### config.mk
export PLATFORM = sky130hd
export DESIGN_NAME = rggen_register_access_driver
export DESIGN_NICKNAME = d
export VERILOG_FILES = /design/src/rtl/rggen_register_access_driver_pkg.sv /design/src/rtl/rggen_strobe_to_mask.sv /design/src/rtl/rggen_register_access_driver.sv
export SDC_FILE = /design/constraint.sdc
export NUM_CORES = 1
export LEC_CHECK = 0
export CAP_MARGIN = 30
export CORE_MARGIN = 2
export CORE_UTILIZATION = 35
export CTS_CLUSTER_SIZE = 40
export DETAILED_ROUTE_END_ITERATION = 8
export PLACE_DENSITY = 0.74
export SYNTH_ARGS = -nofsm -noshare
export SYNTH_HDL_FRONTEND = slang
export SYNTH_HIERARCHICAL = 1
export SYNTH_SLANG_ARGS = --single-unit
### constraint.sdc
create_clock -name i_clk -period 2.4 [get_ports i_clk]
set_input_delay 0.6 -clock i_clk [delete_from_list [all_inputs] [get_ports i_clk]]
set_output_delay 0.6 -clock i_clk [all_outputs]
set_load 0.02 [all_outputs]
### src/rtl/rggen_register_access_driver_pkg.sv
// Shared definitions for the register access driver: FSM encodings and the
// byte-address alignment helper.
package rggen_register_access_driver_pkg;

    localparam logic [1:0] STATE_IDLE     = 2'b00;
    localparam logic [1:0] STATE_ACCESS   = 2'b01;
    localparam logic [1:0] STATE_RESPONSE = 2'b10;

    // Number of low address bits that select a byte within one data word.
    function automatic int address_shift(input int data_width);
        return $clog2(data_width / 8);
    endfunction

endpackage

### src/rtl/rggen_strobe_to_mask.sv
// Combinational byte-strobe to bit-mask expander, shared by the bus bridges.
module rggen_strobe_to_mask #(
    parameter int DATA_WIDTH = 32
) (
    input  logic [DATA_WIDTH/8-1:0] i_strobe,
    output logic [DATA_WIDTH-1:0]   o_mask
);

    for (genvar g = 0; g < DATA_WIDTH / 8; g++) begin : g_byte
        assign o_mask[8*g+:8] = {8{i_strobe[g]}};
    end

endmodule

### src/rtl/rggen_register_access_driver.sv
// Register-side access driver: decodes one bus request against this register,
// strobes the bit fields for a single cycle and returns a registered response.
module rggen_register_access_driver
    import rggen_register_access_driver_pkg::*;
#(
    parameter int                     ADDRESS_WIDTH  = 8,
    parameter logic [ADDRESS_WIDTH-1:0] OFFSET_ADDRESS = '0,
    parameter int                     DATA_WIDTH     = 32,
    parameter bit                     READABLE       = 1'b1,
    parameter bit                     WRITABLE       = 1'b1
) (
    input  logic                      i_clk,
    input  logic                      i_rst,
    input  logic                      i_request_valid,
    output logic                      o_request_ready,
    input  logic                      i_request_write,
    input  logic [ADDRESS_WIDTH-1:0]  i_request_address,
    input  logic [DATA_WIDTH-1:0]     i_request_write_data,
    input  logic [DATA_WIDTH/8-1:0]   i_request_strobe,
    output logic                      o_response_valid,
    input  logic                      i_response_ready,
    output logic                      o_response_hit,
    output logic                      o_response_error,
    output logic [DATA_WIDTH-1:0]     o_response_read_data,
    output logic                      o_bit_field_valid,
    output logic [DATA_WIDTH-1:0]     o_bit_field_read_mask,
    output logic [DATA_WIDTH-1:0]     o_bit_field_write_mask,
    output logic [DATA_WIDTH-1:0]     o_bit_field_write_data,
    input  logic [DATA_WIDTH-1:0]     i_bit_field_read_data
);

    localparam int ADDR_SHIFT = address_shift(DATA_WIDTH);

    logic [1:0]            state_q,           state_d;
    logic                  request_ready_q,   request_ready_d;
    logic                  response_valid_q,  response_valid_d;
    logic                  hit_q,             hit_d;
    logic                  error_q,           error_d;
    logic [DATA_WIDTH-1:0] read_data_q,       read_data_d;
    logic                  bit_field_valid_q, bit_field_valid_d;
    logic [DATA_WIDTH-1:0] read_mask_q,       read_mask_d;
    logic [DATA_WIDTH-1:0] write_mask_q,      write_mask_d;
    logic [DATA_WIDTH-1:0] write_data_q,      write_data_d;

    logic                  request_hit_s;
    logic                  request_error_s;
    logic                  accept_s;
    logic [DATA_WIDTH-1:0] strobe_mask_s;

    rggen_strobe_to_mask #(
        .DATA_WIDTH (DATA_WIDTH)
    ) u_strobe_to_mask (
        .i_strobe (i_request_strobe),
        .o_mask   (strobe_mask_s)
    );

    // Word-granular address decode; byte-offset bits inside the word are ignored.
    assign request_hit_s   = (i_request_address >> ADDR_SHIFT) == (OFFSET_ADDRESS >> ADDR_SHIFT);
    assign request_error_s = request_hit_s &
                             ((i_request_write & !WRITABLE) | (!i_request_write & !READABLE));
    assign accept_s        = i_request_valid & request_ready_q;

    // Next-state and next-output computation.
    always_comb begin
        state_d           = state_q;
        response_valid_d  = response_valid_q;
        hit_d             = hit_q;
        error_d           = error_q;
        read_data_d       = read_data_q;
        bit_field_valid_d = 1'b0;
        read_mask_d       = '0;
        write_mask_d      = '0;
        write_data_d      = write_data_q;

        case (state_q)
            STATE_IDLE: begin
                if (accept_s) begin
                    hit_d       = request_hit_s;
                    error_d     = request_error_s;
                    read_data_d = '0;
                    if (request_hit_s && !request_error_s) begin
                        state_d           = STATE_ACCESS;
                        bit_field_valid_d = 1'b1;
                        write_data_d      = i_request_write_data;
                        if (i_request_write) begin
                            write_mask_d = strobe_mask_s;
                        end else begin
                            read_mask_d  = {DATA_WIDTH{1'b1}};
                        end
                    end else begin
                        state_d          = STATE_RESPONSE;
                        response_valid_d = 1'b1;
                    end
                end else begin
                    state_d = STATE_IDLE;
                end
            end
            STATE_ACCESS: begin
                // read_mask_q is zero on writes, so write responses return zero data.
                read_data_d      = i_bit_field_read_data & read_mask_q;
                response_valid_d = 1'b1;
                state_d          = STATE_RESPONSE;
            end
            STATE_RESPONSE: begin
                if (i_response_ready) begin
                    response_valid_d = 1'b0;
                    state_d          = STATE_IDLE;
                end else begin
                    state_d = STATE_RESPONSE;
                end
            end
            default: begin
                state_d          = STATE_IDLE;
                response_valid_d = 1'b0;
            end
        endcase

        request_ready_d = (state_d == STATE_IDLE);
    end

    // State and registered-output flops.
    always_ff @(posedge i_clk) begin
        if (i_rst) begin
            state_q           <= STATE_IDLE;
            request_ready_q   <= 1'b1;
            response_valid_q  <= 1'b0;
            hit_q             <= 1'b0;
            error_q           <= 1'b0;
            read_data_q       <= '0;
            bit_field_valid_q <= 1'b0;
            read_mask_q       <= '0;
            write_mask_q      <= '0;
            write_data_q      <= '0;
        end else begin
            state_q           <= state_d;
            request_ready_q   <= request_ready_d;
            response_valid_q  <= response_valid_d;
            hit_q             <= hit_d;
            error_q           <= error_d;
            read_data_q       <= read_data_d;
            bit_field_valid_q <= bit_field_valid_d;
            read_mask_q       <= read_mask_d;
            write_mask_q      <= write_mask_d;
            write_data_q      <= write_data_d;
        end
    end

    assign o_request_ready        = request_ready_q;
    assign o_response_valid       = response_valid_q;
    assign o_response_hit         = hit_q;
    assign o_response_error       = error_q;
    assign o_response_read_data   = read_data_q;
    assign o_bit_field_valid      = bit_field_valid_q;
    assign o_bit_field_read_mask  = read_mask_q;
    assign o_bit_field_write_mask = write_mask_q;
    assign o_bit_field_write_data = write_data_q;

endmodule

==> results.toml <==
[grt]
grt_max_degree = 34
grt_overflow = 0
gr_usage_total_pct = 15.6
grt_pass1_wl_um = 15800
antenna_violations_before_repair = 0
number_of_global_route_vias_before_repair = 3252

[drt]
wirelength_um = 9920
drc_errors = 0
post_drt_via_cell_ratio = 4.56
drt_iter0_drc = 205
wl_per_cell_um = 13.6
drt_first_pass_iters = 4
routed-via-count = 3336
ant_nets = 0

[setup_path]
critPathLaunchType = "register"
critical_path.reg2reg.startpoint = "state_q[1]$_SDFF_PP0_"
regToRegSetupSlack_ns = 0.55
worst_setup_path_startpoint = "o_bit_field_read_mask[30]$_SDFF_PP0_"
worstPathArrival_ns = 1.60
worstReg2RegEnd = "o_bit_field_write_mask[2]$_SDFF_PP0_"
timing.critical_path.fanout_max = 33
timing.critical_path.required_ns = 1.80
worstRegToRegCells = 5
critPathCaptureType = "primary output"
critical_path_class = "register to primary output"

[timing]
totalNegativeSetupSlack_ns = 0
timing.max_slew.rel_slack_pct = 63.3
grt_setup_unrepaired = "false"
tightestPinTransition_ns = 0.550
maxClockFrequency_mhz = 455
fin_skew_ns = 0.00445
slew_violations = 0
layout_min_cycle_time_ns = 2.20
report.final.setup_viol = 0
fin_crit_sh_pct = 91.6
report.final.hold_viol_count = 0

[floorplan]
floorplan.rows = 39
die_area_mm2 = 0.0125
die_height_um = 112
initial_utilization_pct = 35.8
fp.coreArea_mm2 = 0.0114
dieWidth_um = 112
design.portCount = 214

[place]
hpwlAfterDp_um = 7310
place.gp.congestion = 0.824
place_area_mm2 = 0.00589
port-buffer-count = 210

[clocking]
cts_tree = "built"
cts-root-to-sink-buffers = 2
post_cts_setup_buffers = 0
htree_num_levels = 3
clk_pin_slew_worst_paths_ns = 0.06
clock_insertion_delay_worst_skew_ns = 0.33
cts-hold-fix-buffers = 0
post_cts.resized_instances = 0
cts_made_buffers = 9
cts.sinks = 103
cts-root-buf = "clkbuf_16"

[final_layout]
num-nets-final = 664
diodes = 0
drive_above_1_share_pct = 5.10
design_area_mm2 = 0.00616
layout_area_overhead_pct = 51.5
layout.filler_cells = 1012

[yosys]
synthDominantCellAreaShare_pct = 50.7
synthFlopType = "dfxtp_1"
count_of_flip_flops_with_a_built_in_enable_after_synthesis = 0
yosysWarningCount = 6
average_cell_area_after_synthesis_um2 = 9.12
ys_seq_area_share_pct = 50.7
synth.cell_area_mm2 = 0.00407
synth_cell_type_count = 29
synth_area_leaders = "dfxtp_1 (51%), buf_4 (12%), nand2_1 (8.9%)"
syn_nets = 527
postSynthRegisterBits = 103
synthArstFlopShare_pct = 0
post_synth_inst_count = 446
netlist_top_cells_count = "dfxtp_1 (103), nand2_1 (96), buf_4 (64), o21ai_0 (35), a21oi_1 (34)"
synth_most_common_cell = "dfxtp_1"
synth_top_cell_by_area = "dfxtp_1"

[worst_hold_path]
holdCritStartpoint = "o_bit_field_write_data[11]$_SDFFE_PP0P_"
min_delay_worst_endpoint = "o_bit_field_write_data[11]$_SDFFE_PP0P_"
timing.hold.worst.class = "register to register"
hold-path-cell-count = 2

[power]
cellLeakagePower_nw = 2.16
power_density_over_the_cells_mw_per_mm2 = 541
ir_worst_vdd_v = 0.000338

[run_status]
status = "finished clean"

[run]
drv.max_cap_violation_count = 0
## area by class of cell
class	instances	area (µm²)	area share [%]
Timing Repair Buffer	219	2240	36.3
Sequential cell	103	2060	33.5
Multi-Input combinational cell	249	1400	22.7
Clock buffer	11	243	3.94
Tap cell	143	179	2.90
Clock inverter	5	33.8	0.548
Inverter	1	3.75	0.0609
## critical path, cell delays in order (launching register included)
cell and delay (ns):
dfxtp_1 0.32, buf_4 0.27, clkdlybuf4s50_1 0.68
## stage by stage
| stage | total power [mW] | utilization [%] | hold WS (ns) | instances | worst slack, ns |
|---|---|---|---|---|---|
| after floorplan | 1.88 | - | 0.533 | 446 | 0.332 |
| final | 3.33 | 54.2 | 0.456 | 731 | 0.201 |
| after global routing | 3.47 | 54.2 | 0.477 | 731 | 0.109 |
| after detailed placement | 2.02 | 51.8 | 0.447 | 715 | -0.112 |
| after CTS | 3.38 | 54.2 | 0.458 | 731 | 0.170 |
| after global placement | 2.01 | 51.5 | 0.443 | 714 | -0.0546 |
## state kept, by name, indices dropped and copies added (netlist names)
name                    cells
o_bit_field_read_mask       1
o_bit_field_valid           1
o_bit_field_write_data     32
o_bit_field_write_mask     32
o_request_ready             1
o_response_hit              1
o_response_read_data       32
o_response_valid            1
state_q                     2
## logic make-up after synthesis
| group | after synthesis | share of synthesized area, % |
|---|---|---|
| other cells | 1 | 0.0922 |
| buf+inv | 94 | 15.1 |
| simple gates | 143 | 16.9 |
| mux | 32 | 7.88 |
| flops | 103 | 50.7 |
| compound gates | 73 | 9.29 |
## power by group
group          internal [mW]  switching (mW)  leakage (nW)
clock network          0.730           0.624         0.132
logic                  0.150           0.103          1.19
registers               1.72         0.00965         0.830
total                   2.60           0.736          2.16
## worst max path at each step
stage / cells past startpoint / to / slack, ns
5_1_grt: 2 / o_bit_field_read_mask[13] / 0.11
6_report: 2 / o_bit_field_read_mask[13] / 0.20
2_1_floorplan: 4 / o_bit_field_write_data[10]$_SDFFE_PP0P_ / 0.33
3_3_place_gp: 5 / o_bit_field_write_data[6]$_SDFFE_PP0P_ / -0.05
3_5_place_dp: 5 / o_bit_field_write_data[25]$_SDFFE_PP0P_ / -0.11
4_1_cts: 2 / o_bit_field_read_mask[13] / 0.17
## layout by cell type, fill, tap and decap left out, types with 2 or more instances in the layout
cell type | Yosys | routed
clkdlybuf4s50_1 | 0 | 210
dfxtp_1 | 103 | 103
nand2_1 | 96 | 96
o21ai_0 | 35 | 35
a21oi_1 | 34 | 33
and2_1 | 32 | 32
mux2i_1 | 32 | 32
clkbuf_16 | 0 | 9
buf_12 | 0 | 4
buf_4 | 64 | 4
nor4_4 | 1 | 2
o21a_1 | 2 | 2
nor3_1 | 2 | 2
clkinvlp_4 | 0 | 2
clkinv_2 | 0 | 2
## layer usage
layer	vias to the layer above	global-route usage, %	part of all wire [%]
met2	144	26.7	48
met3	19	5.39	8.7
met1	1514	17.8	41
li1	1659	-	-
met5	-	0	0
met4	0	6.50	2.3
No activity file was read; power rests on OpenSTA's default activity.
